[config.mk]
export PLATFORM = sky130hd
export DESIGN_NAME = mem_arbiter_flat
export DESIGN_NICKNAME = d
export VERILOG_FILES = /design/src/rtl/mem_arbiter_if.sv /design/src/rtl/mem_arbiter.sv /design/src/flat_wrapper.sv
export SDC_FILE = /design/constraint.sdc
export NUM_CORES = 1
export LEC_CHECK = 0
export ABC_AREA = 1
export CAP_MARGIN = 20
export CORE_ASPECT_RATIO = 1.75
export CORE_MARGIN = 2
export CORE_UTILIZATION = 35
export DETAILED_ROUTE_END_ITERATION = 16
export PLACE_DENSITY = 0.78
export REMOVE_ABC_BUFFERS = 1
export SLEW_MARGIN = 20
export SYNTH_ARGS = -nofsm -noshare
export SYNTH_HDL_FRONTEND = slang
export SYNTH_SLANG_ARGS = --single-unit
[constraint.sdc]
create_clock -name clk -period 1.6 [get_ports clk]
set_clock_uncertainty 0.2 [all_clocks]
set_input_delay 0.16 -clock clk [delete_from_list [all_inputs] [get_ports clk]]
set_output_delay 0.16 -clock clk [all_outputs]
set_load 0.02 [all_outputs]
[src/rtl/mem_arbiter_if.sv]
// mem_arbiter_if: bundles the per-core request ports and the single-port
// memory port of mem_arbiter.
//   core_req/core_we/core_addr/core_wdata : per-core requests (core i packed at i*W)
//   core_gnt/core_done                    : one-hot acceptance / completion pulses
//   core_rdata                            : read data, valid with core_done of a read
//   owner/busy                            : currently served core, FSM not idle
//   mem_*                                 : memory strobes, address, data
// slave  : arbiter side.  master : core/memory side.
interface mem_arbiter_if #(
  parameter int NUM_CORES = 2,
  parameter int ADDR_W    = 12,
  parameter int DATA_W    = 32
);
  localparam int OWN_W = (NUM_CORES > 1) ? $clog2(NUM_CORES) : 1;

  logic [NUM_CORES-1:0]        core_req;
  logic [NUM_CORES-1:0]        core_we;
  logic [NUM_CORES*ADDR_W-1:0] core_addr;
  logic [NUM_CORES*DATA_W-1:0] core_wdata;
  logic [NUM_CORES-1:0]        core_gnt;
  logic [NUM_CORES-1:0]        core_done;
  logic [DATA_W-1:0]           core_rdata;
  logic [OWN_W-1:0]            owner;
  logic                        busy;
  logic                        mem_en;
  logic                        mem_write;
  logic                        mem_read;
  logic [ADDR_W-1:0]           mem_addr;
  logic [DATA_W-1:0]           mem_data_in;
  logic [DATA_W-1:0]           mem_data_out;

  modport slave (
    input  core_req, core_we, core_addr, core_wdata, mem_data_out,
    output core_gnt, core_done, core_rdata, owner, busy,
           mem_en, mem_write, mem_read, mem_addr, mem_data_in
  );

  modport master (
    output core_req, core_we, core_addr, core_wdata, mem_data_out,
    input  core_gnt, core_done, core_rdata, owner, busy,
           mem_en, mem_write, mem_read, mem_addr, mem_data_in
  );
endinterface

[src/rtl/mem_arbiter.sv]
// mem_arbiter: round-robin arbiter letting NUM_CORES cores share one
// single-port memory. Each access: IDLE (arbitrate, capture) -> ACCESS
// (grant + memory strobe) -> [WAIT for RD_LAT cycles on reads] -> DONE.
// Ports:
//   clk  : clock, rising edge
//   rst  : synchronous active-high reset (aborts any access, no done pulse)
//   bus  : mem_arbiter_if.slave, core request side and memory side
module mem_arbiter #(
  parameter int NUM_CORES = 2,
  parameter int ADDR_W    = 12,
  parameter int DATA_W    = 32,
  parameter int RD_LAT    = 1
) (
  input  logic          clk,
  input  logic          rst,
  mem_arbiter_if.slave  bus
);
  localparam int OWN_W = (NUM_CORES > 1) ? $clog2(NUM_CORES) : 1;
  localparam int CNT_W = (RD_LAT > 1) ? $clog2(RD_LAT) : 1;

  typedef enum logic [1:0] {IDLE, ACCESS, WAIT, DONE} state_t;

  state_t              state_q, state_d;
  logic [OWN_W-1:0]    owner_q;
  logic [OWN_W-1:0]    last_owner_q;
  logic [OWN_W-1:0]    win;
  logic                win_vld;
  logic                cap_we;
  logic [ADDR_W-1:0]   cap_addr;
  logic [DATA_W-1:0]   cap_wdata;
  logic [DATA_W-1:0]   rdata_q;
  logic [CNT_W-1:0]    cnt_q;

  // Round robin as two passes instead of a modulo rotation: the lowest
  // requester above last_owner wins, otherwise the lowest requester overall.
  always_comb begin
    win     = '0;
    win_vld = 1'b0;
    for (int unsigned j = 0; j < NUM_CORES; j++) begin
      if (!win_vld && bus.core_req[j] && (j > 32'(last_owner_q))) begin
        win_vld = 1'b1;
        win     = OWN_W'(j);
      end
    end
    for (int unsigned j = 0; j < NUM_CORES; j++) begin
      if (!win_vld && bus.core_req[j]) begin
        win_vld = 1'b1;
        win     = OWN_W'(j);
      end
    end
  end

  always_comb begin
    state_d = state_q;
    case (state_q)
      IDLE:    if (win_vld) state_d = ACCESS;
      ACCESS:  state_d = cap_we ? DONE : WAIT;
      WAIT:    if (cnt_q == '0) state_d = DONE;
      DONE:    state_d = IDLE;
      default: state_d = IDLE;
    endcase
  end

  always_ff @(posedge clk) begin
    if (rst) begin
      state_q      <= IDLE;
      owner_q      <= '0;
      last_owner_q <= OWN_W'(NUM_CORES - 1);
      cap_we       <= 1'b0;
      cap_addr     <= '0;
      cap_wdata    <= '0;
      rdata_q      <= '0;
      cnt_q        <= '0;
    end else begin
      state_q <= state_d;
      case (state_q)
        IDLE: begin
          if (win_vld) begin
            owner_q   <= win;
            cap_we    <= bus.core_we[win];
            cap_addr  <= bus.core_addr[win*ADDR_W +: ADDR_W];
            cap_wdata <= bus.core_wdata[win*DATA_W +: DATA_W];
          end
        end
        ACCESS: cnt_q <= CNT_W'(RD_LAT - 1);
        WAIT: begin
          cnt_q <= cnt_q - CNT_W'(1);
          if (cnt_q == '0) rdata_q <= bus.mem_data_out;
        end
        DONE:    last_owner_q <= owner_q;
        default: ;
      endcase
    end
  end

  always_comb begin
    bus.core_gnt  = '0;
    bus.core_done = '0;
    bus.mem_en    = 1'b0;
    bus.mem_write = 1'b0;
    bus.mem_read  = 1'b0;
    case (state_q)
      ACCESS: begin
        bus.core_gnt[owner_q] = 1'b1;
        bus.mem_en            = 1'b1;
        bus.mem_write         = cap_we;
        bus.mem_read          = !cap_we;
      end
      DONE:    bus.core_done[owner_q] = 1'b1;
      default: ;
    endcase
  end

  assign bus.mem_addr    = cap_addr;
  assign bus.mem_data_in = cap_wdata;
  assign bus.core_rdata  = rdata_q;
  assign bus.owner       = owner_q;
  assign bus.busy        = (state_q != IDLE);
endmodule

[src/flat_wrapper.sv]
// flat-port wrapper written by rule: the top's interface ports become plain ports
module mem_arbiter_flat 
#(
  parameter int NUM_CORES = 2,
  parameter int ADDR_W    = 12,
  parameter int DATA_W    = 32,
  parameter int RD_LAT    = 1
)
  (clk, rst, bus_core_req, bus_core_we, bus_core_addr, bus_core_wdata, bus_mem_data_out, bus_core_gnt, bus_core_done, bus_core_rdata, bus_owner, bus_busy, bus_mem_en, bus_mem_write, bus_mem_read, bus_mem_addr, bus_mem_data_in);
  mem_arbiter_if #(.NUM_CORES(NUM_CORES), .ADDR_W(ADDR_W), .DATA_W(DATA_W)) bus_i ();
  input  logic clk;
  input  logic rst;
  input wire logic [$bits(bus_i.core_req)-1:0] bus_core_req;
  input wire logic [$bits(bus_i.core_we)-1:0] bus_core_we;
  input wire logic [$bits(bus_i.core_addr)-1:0] bus_core_addr;
  input wire logic [$bits(bus_i.core_wdata)-1:0] bus_core_wdata;
  input wire logic [$bits(bus_i.mem_data_out)-1:0] bus_mem_data_out;
  output wire logic [$bits(bus_i.core_gnt)-1:0] bus_core_gnt;
  output wire logic [$bits(bus_i.core_done)-1:0] bus_core_done;
  output wire logic [$bits(bus_i.core_rdata)-1:0] bus_core_rdata;
  output wire logic [$bits(bus_i.owner)-1:0] bus_owner;
  output wire logic [$bits(bus_i.busy)-1:0] bus_busy;
  output wire logic [$bits(bus_i.mem_en)-1:0] bus_mem_en;
  output wire logic [$bits(bus_i.mem_write)-1:0] bus_mem_write;
  output wire logic [$bits(bus_i.mem_read)-1:0] bus_mem_read;
  output wire logic [$bits(bus_i.mem_addr)-1:0] bus_mem_addr;
  output wire logic [$bits(bus_i.mem_data_in)-1:0] bus_mem_data_in;
  assign bus_i.core_req = bus_core_req;
  assign bus_i.core_we = bus_core_we;
  assign bus_i.core_addr = bus_core_addr;
  assign bus_i.core_wdata = bus_core_wdata;
  assign bus_i.mem_data_out = bus_mem_data_out;
  assign bus_core_gnt = bus_i.core_gnt;
  assign bus_core_done = bus_i.core_done;
  assign bus_core_rdata = bus_i.core_rdata;
  assign bus_owner = bus_i.owner;
  assign bus_busy = bus_i.busy;
  assign bus_mem_en = bus_i.mem_en;
  assign bus_mem_write = bus_i.mem_write;
  assign bus_mem_read = bus_i.mem_read;
  assign bus_mem_addr = bus_i.mem_addr;
  assign bus_mem_data_in = bus_i.mem_data_in;
  mem_arbiter #(.NUM_CORES(NUM_CORES), .ADDR_W(ADDR_W), .DATA_W(DATA_W), .RD_LAT(RD_LAT)) u_core (.clk(clk), .rst(rst), .bus(bus_i));
endmodule
==> results of run 1 <==
-- layout make-up --
cell class	count	area [um^2]	area share
repair buffers	247	2530	0.377
multi-input cells	402	2020	0.301
flip-flops and latches	82	1650	0.245
clock buffers	9	225	0.0335
well taps	127	159	0.0236
clock inverters	7	70.1	0.0104
inverters	14	65.1	0.00968
-- state kept, by name (all words and copies together), names as in the netlist --
signal / count
u_core.bus.owner: 1
u_core.bus.mem_data_in: 32
u_core.bus.core_rdata: 32
u_core.cap_we: 1
u_core.last_owner_q: 1
u_core.state_q: 2
u_core.cnt_q: 1
u_core.bus.mem_addr: 12
-- stage by stage --
step	setup TNS [ns]	power, mW	cell area, um^2
after floorplan	-63.68	5.70	3440
after global placement	-3.47	8.54	5980
after detailed placement	-8.34	8.67	5980
after CTS	-1.57	10.6	6340
after global routing	-4.09	12.1	6720
final	-0.953	11.5	6720
-- cells by family (layout without fill, tap and decap cells) --
logic type,count (synthesis),in the layout
adder cells (fa/ha/maj),5,5
AND/OR/NAND/NOR,314,314
buffers and inverters,50,277
flip-flops,82,82
AO/OA/AOI/OAI,83,83
-- cell usage after synthesis (3+ instances only) --
| library cell | number |
|---|---|
| a21oi_1 | 4 |
| buf_2 | 8 |
| buf_4 | 7 |
| buf_6 | 7 |
| clkbuf_1 | 11 |
| clkbuf_2 | 3 |
| dfxtp_1 | 82 |
| ha_1 | 5 |
| inv_1 | 12 |
| nand2_1 | 102 |
| nand3_1 | 49 |
| nor2_1 | 160 |
| o21ai_0 | 70 |
| o21ai_1 | 9 |
-- per-layer routing --
layer	routed length, um	global-route usage
met5	0	0
met4	456	0.0883
met3	890	0.0558
met2	7510	0.391
met1	4790	0.209
-- final timing paths --
path | start | endpoint | slack, ns | cells past startpoint
setup / recovery | u_core.state_q[0]$_SDFFE_PP0P_ | u_core.bus.core_rdata[11]$_SDFFE_PP0P_ | -0.13 | 9
hold / removal | bus_core_req[1] | u_core.bus.owner$_SDFFE_PP0P_ | 0.02 | 3
setup reg to reg | u_core.state_q[0]$_SDFFE_PP0P_ | u_core.bus.core_rdata[11]$_SDFFE_PP0P_ | -0.13 | 9
hold reg to reg | u_core.bus.core_rdata[23]$_SDFFE_PP0P_ | u_core.bus.core_rdata[23]$_SDFFE_PP0P_ | 0.30 | 2
-- worst reg2reg max path: stages (launching register included) --
cell and delay, ns:
dfxtp_4 0.39, inv_4 0.05, buf_4 0.15, ha_4 0.16, inv_2 0.06, nor2_4 0.04, buf_6 0.14, clkbuf_16 0.17
o21ai_1 0.17, nor2_1 0.08
-- power breakdown --
| part | switching, mW | internal, mW | leakage (nW) | total, mW |
|---|---|---|---|---|
| Combinational | 3.38 | 2.76 | 2.40 | 6.14 |
| Sequential | 0.509 | 2.84 | 0.678 | 3.35 |
| Clock | 0.818 | 1.20 | 0.145 | 2.02 |
-- timing repair --
item,in CTS,in global routing
gates cloned,2,7
endpoints found under the hold margin,0,0
endpoints found under the setup margin,165,81
pin swaps,4,26
gates resized for setup,174,97
buffers inserted,5,4
==> flow_metrics.py, run 1 <==
metrics = {
    "clock_network": {
        "h-tree-depth": 3,
        "cts-hold-fix-buffers": 0,
        "cts_buffers": 9,
        "clk_latency_ns": 0.33,
        "path_clk_slew_ns": 0.06,
        "cts-root-buf": "clkbuf_16",
        "cts_sinks": 82,
        "cts_tree": "done",
        "cts_buffer_depth": 2,
    },
    "cells_and_area": {
        "drive_gt1_frac": 0.191,
        "fin_util": 0.657,
        "area_delta_synth_final_pct": 83.3,
        "final_cell_mix": "136 x nor2_1, 124 x clkdlybuf4s50_1, 100 x nand2_1, 80 x dfxtp_1, 76 x dlygate4sd2_1",
        "fin_cells": 888,
        "layout_commonest_cell": "nor2_1",
        "num-fill-cells": 858,
        "antennaDiodeCount": 0,
        "final_nets": 887,
    },
    "critical_path": {
        "cp-end-kind": "flip-flop",
        "cp_data_required_time_ns": 1.62,
        "path_max_fanout": 8,
        "critical_path_class": "reg2reg",
        "critPathSlowestCell": "dfxtp_4",
        "startpoint_type": "flip-flop",
        "crit_chain": "inv_4, buf_4, ha_4, inv_2, nor2_4, buf_6, clkbuf_16, o21ai_1, nor2_1",
        "slowest_delay_ns": 0.39,
        "cp_num_buf_inv": 5,
        "path_delay_family": "buffers and inverters",
        "worst_ep_arrival_time_ns": 1.74,
    },
    "timing": {
        "max_slew_margin": 0.749,
        "holdWs_ns": 0.0240,
        "post-route-period-util": 1.08,
        "hold_viol_final": 0,
        "setup_viol": 42,
        "max_freq_ghz": 0.578,
        "maxSlewViolCount": 0,
        "finalCriticalPeriod_ns": 1.73,
        "rsz0062_at_grt": "yes",
        "setup_ws_ns": -0.129,
        "tightestPinTransition_ns": 0.377,
    },
    "run": {
        "maxCapViolCount": 0,
    },
    "yosys": {
        "synth_edf_count": 0,
        "synth_top_family_by_area": "simple AND/OR/NAND/NOR gates",
        "synthArstFlopShare": 0,
        "synth-adder-area-share": 0.0171,
        "avgSynthCellArea_um2": 6.87,
        "synth_top_cell_by_area": "dfxtp_1",
        "synth-xor-area-share": 0,
        "ys_seq_area_frac": 0.447,
        "syn-instance-count": 534,
        "yosys_warnings": 0,
        "synthSimpleGateAreaFrac": 0.345,
        "synth_ff_type": "dfxtp_1",
        "yosysTopAreaCellShare": 0.447,
        "ys_types": 19,
        "synth_compound_area_frac": 0.113,
        "ys_ff_latch": 82,
        "synth_area_um2": 3670,
        "synth_area_leaders": "dfxtp_1 45%, nor2_1 16%, nand2_1 10%, o21ai_0 9.5%, nand3_1 6.7%",
        "muxShareOfSynthArea": 0,
    },
    "detailed_routing": {
        "postRouteAntennaNets": 0,
        "wl_per_cell_um": 15.4,
        "route.detailed.drc": 0,
        "routed_wl_mm": 13.6,
        "drtPass1Iterations": 4,
        "drtIter0Drc": 193,
        "vias": 4394,
        "via_per_inst": 4.95,
    },
    "run_status": {
        "violations": "negative setup slack",
        "status": "complete, but fails checks",
    },
    "placement": {
        "dpl.cell_count": 856,
        "portBuffers": 210,
        "dp_slack_ns": -0.198,
        "dp_hpwl_mm": 8.78,
        "gp_congestion": 0.815,
    },
    "die": {
        "die_x_um": 81.4,
        "dieArea_um2": 11300,
        "io_pins": 211,
        "start_util": 0.358,
        "die_h_um": 139,
        "coreArea_um2": 10200,
        "rows": 49,
    },
    "power_and_ir_drop": {
        "peakVddDrop_v": 0.00106,
        "leakagePower_nw": 3.22,
        "power.density_nw_per_um2": 1710,
    },
    "global_route": {
        "antenna_found_initial": 0,
        "grt_usage": 0.210,
        "grt_pass1_vias": 3962,
        "grt_max_degree": 63,
        "grt-ovfl-total": 0,
        "grt_pass1_wl_mm": 18.5,
    },
    "hold_path": {
        "hp-class": "in2reg",
    },
}
Note: power is estimated with default switching activity, not from simulation.
==> run 2: changes to the inputs <==
- SKIP_LAST_GASP: default -> 1
==> run 2 against run 1 <==
  * The run still ends with negative setup slack left
  * Sequential cell count stayed put
  * Maximum frequency is 4.3% higher
  * Die area stayed put
  * Count of clock-buffer cells in the layout stayed put
  * Via count is 0.84% higher
  * Sequential power hardly changed
  * Total power is 0.18% lower
  * Routed wire length is 0.51% higher
  * First-iteration DRC count is 8.3% lower
  * Design area is 0.48% lower
  * Register-to-register slack better by 0.07 ns
  * Cell count is 0.23% higher
==> flow_metrics.py, run 2 (synthesized netlist as in run 1, its figures left out) <==
metrics = {
    "critical_path": {
        "cp_data_required_time_ns": 1.24,
        "path_max_fanout": 4,
        "critical_path.startpoint": "u_core.state_q[1]$_SDFFE_PP0P_",
        "worst_ep_arrival_time_ns": 1.30,
        "rr_startpoint": "u_core.state_q[1]$_SDFFE_PP0P_",
        "slowest_delay_ns": 0.36,
        "endpoint": "bus_core_done[0]",
        "worst_path_most_repeated_cell": "buf_4",
        "reg2reg_to": "u_core.bus.mem_addr[4]$_SDFFE_PP0P_",
        "critPathSlowestCell": "dfxtp_2",
        "cp-end-kind": "output port",
        "crit_chain": "buf_4, ha_4, inv_1, nor2_1, buf_4",
        "path_delay_family": "flip-flops",
        "critical_path_class": "reg2out",
        "worstSetupPathDepth": 5,
        "reg2reg_depth": 9,
        "startpoint_type": "flip-flop",
        "r2r_setup_slack_ns": -0.06,
        "cp_num_buf_inv": 3,
    },
    "die": {
        "io_pins": 211,
        "rows": 49,
        "dieArea_um2": 11300,
        "start_util": 0.358,
        "die_x_um": 81.4,
        "coreArea_um2": 10200,
        "die_h_um": 139,
    },
    "detailed_routing": {
        "via_per_inst": 4.98,
        "drtIter0Drc": 177,
        "wl_met2_mm": 7.46,
        "drtPass1Iterations": 4,
        "postRouteAntennaNets": 0,
        "wl_per_cell_um": 15.4,
        "vias": 4431,
        "routed_wl_mm": 13.7,
        "dr_wl_met3_um": 859,
        "highest_layer": "met4",
        "wl_met1_mm": 4.90,
        "route.detailed.drc": 0,
    },
    "placement": {
        "gp_congestion": 0.815,
        "dp_hpwl_mm": 8.78,
        "dp_slack_ns": -0.198,
        "portBuffers": 210,
        "post_dp_cell_area_um2": 5980,
    },
    "power_and_ir_drop": {
        "leakagePower_nw": 3.23,
        "power.density_nw_per_um2": 1720,
        "total_power_mw": 11.5,
        "peakVddDrop_v": 0.00108,
    },
    "clock_network": {
        "cts_tree": "done",
        "clk_latency_ns": 0.33,
        "h-tree-depth": 3,
        "cts-hold-fix-buffers": 0,
        "cts-root-buf": "clkbuf_16",
        "cts_buffers": 9,
        "cts_buffer_depth": 2,
        "cts_sinks": 82,
        "path_clk_slew_ns": 0.06,
    },
    "cells_and_area": {
        "area_delta_synth_final_pct": 82.4,
        "layout_commonest_cell": "nor2_1",
        "stdcell_area_um2": 6690,
        "final_cell_mix": "135 x nor2_1, 124 x clkdlybuf4s50_1, 101 x nand2_1, 80 x dfxtp_1, 77 x dlygate4sd2_1",
        "num-fill-cells": 875,
        "final_nets": 889,
        "drive_gt1_frac": 0.176,
        "antennaDiodeCount": 0,
        "fin_util": 0.653,
    },
    "timing": {
        "hold_viol_final": 0,
        "finalCriticalPeriod_ns": 1.66,
        "maxSlewViolCount": 0,
        "max_slew_margin": 0.784,
        "tightestPinTransition_ns": 0.324,
        "post-route-period-util": 1.04,
        "setup_viol": 34,
        "rsz0062_at_grt": "yes",
        "setup_ws_ns": -0.0588,
        "max_freq_ghz": 0.603,
    },
    "global_route": {
        "grt_pass1_vias": 3977,
        "grt_pass1_wl_mm": 18.5,
        "grt_usage": 0.210,
        "antenna_found_initial": 0,
        "grt-ovfl-total": 0,
        "grt_max_degree": 63,
    },
    "run_status": {
        "violations": "negative setup slack",
        "status": "complete, but fails checks",
    },
    "run": {
        "maxCapViolCount": 0,
    },
    "hold_path": {
        "hp-class": "in2reg",
    },
}
==> run 2: power by group <==
part / internal, mW / total (mW) / switching, mW / leakage, nW
clock: 1.20 / 2.02 / 0.815 / 0.145
sequential: 2.84 / 3.32 / 0.476 / 0.678
combinational: 2.78 / 6.16 / 3.38 / 2.40
==> run 2: layer usage <==
metal | vias to the layer above | global-route usage
met1 | 2035 | 0.208
li1 | 2157 | -
met4 | 0 | 0.0963
met5 | - | 0
met3 | 41 | 0.0564
met2 | 198 | 0.388
==> run 2: how the worst min path moves through the flow <==
| stage | startpoint | endpoint | cells past startpoint |
|---|---|---|---|
| floorplan | rst | u_core.bus.owner$_SDFFE_PP0P_ | 1 |
| global placement | u_core.last_owner_q$_SDFFE_PP1N_ | u_core.last_owner_q$_SDFFE_PP1N_ | 2 |
| detailed placement | u_core.last_owner_q$_SDFFE_PP1N_ | u_core.last_owner_q$_SDFFE_PP1N_ | 2 |
| CTS | bus_core_req[1] | u_core.bus.owner$_SDFFE_PP0P_ | 3 |
| global route | bus_core_req[1] | u_core.bus.owner$_SDFFE_PP0P_ | 3 |
| finish | bus_core_req[1] | u_core.bus.owner$_SDFFE_PP0P_ | 3 |
==> run 2: metrics by stage <==
step | hold WS [ns] | TNS (ns) | std cells
after floorplan | 0.0291 | -63.68 | 498
after global placement | 0.289 | -3.47 | 856
after detailed placement | 0.287 | -8.34 | 856
after CTS | 0.0138 | -2.87 | 878
after global routing | 0.0263 | -4.40 | 890
final | 0.0299 | -0.654 | 890
==> run 2: tightest hold or removal path, stage by stage <==
cell	delay (ns)
buf_2	0.17
nand3_1	0.11
a21oi_1	0.06
==> run 2: area by class of cell <==
type / count / area [um^2] / share of cell area
repair buffers: 249 / 2550 / 0.381
clock inverters: 7 / 70.1 / 0.0105
multi-input cells: 402 / 1980 / 0.295
clock buffers: 9 / 225 / 0.0337
inverters: 14 / 67.6 / 0.0101
well taps: 127 / 159 / 0.0238
flip-flops and latches: 82 / 1650 / 0.246
==> run 2: timing repair <==
item / CTS / global route
cloned: 2 / 7
gates resized for setup: 150 / 99
setup buffers: 5 / 6
endpoints found under the hold margin: 0 / 0
pin swaps: 4 / 27
endpoints found under the setup margin: 165 / 86
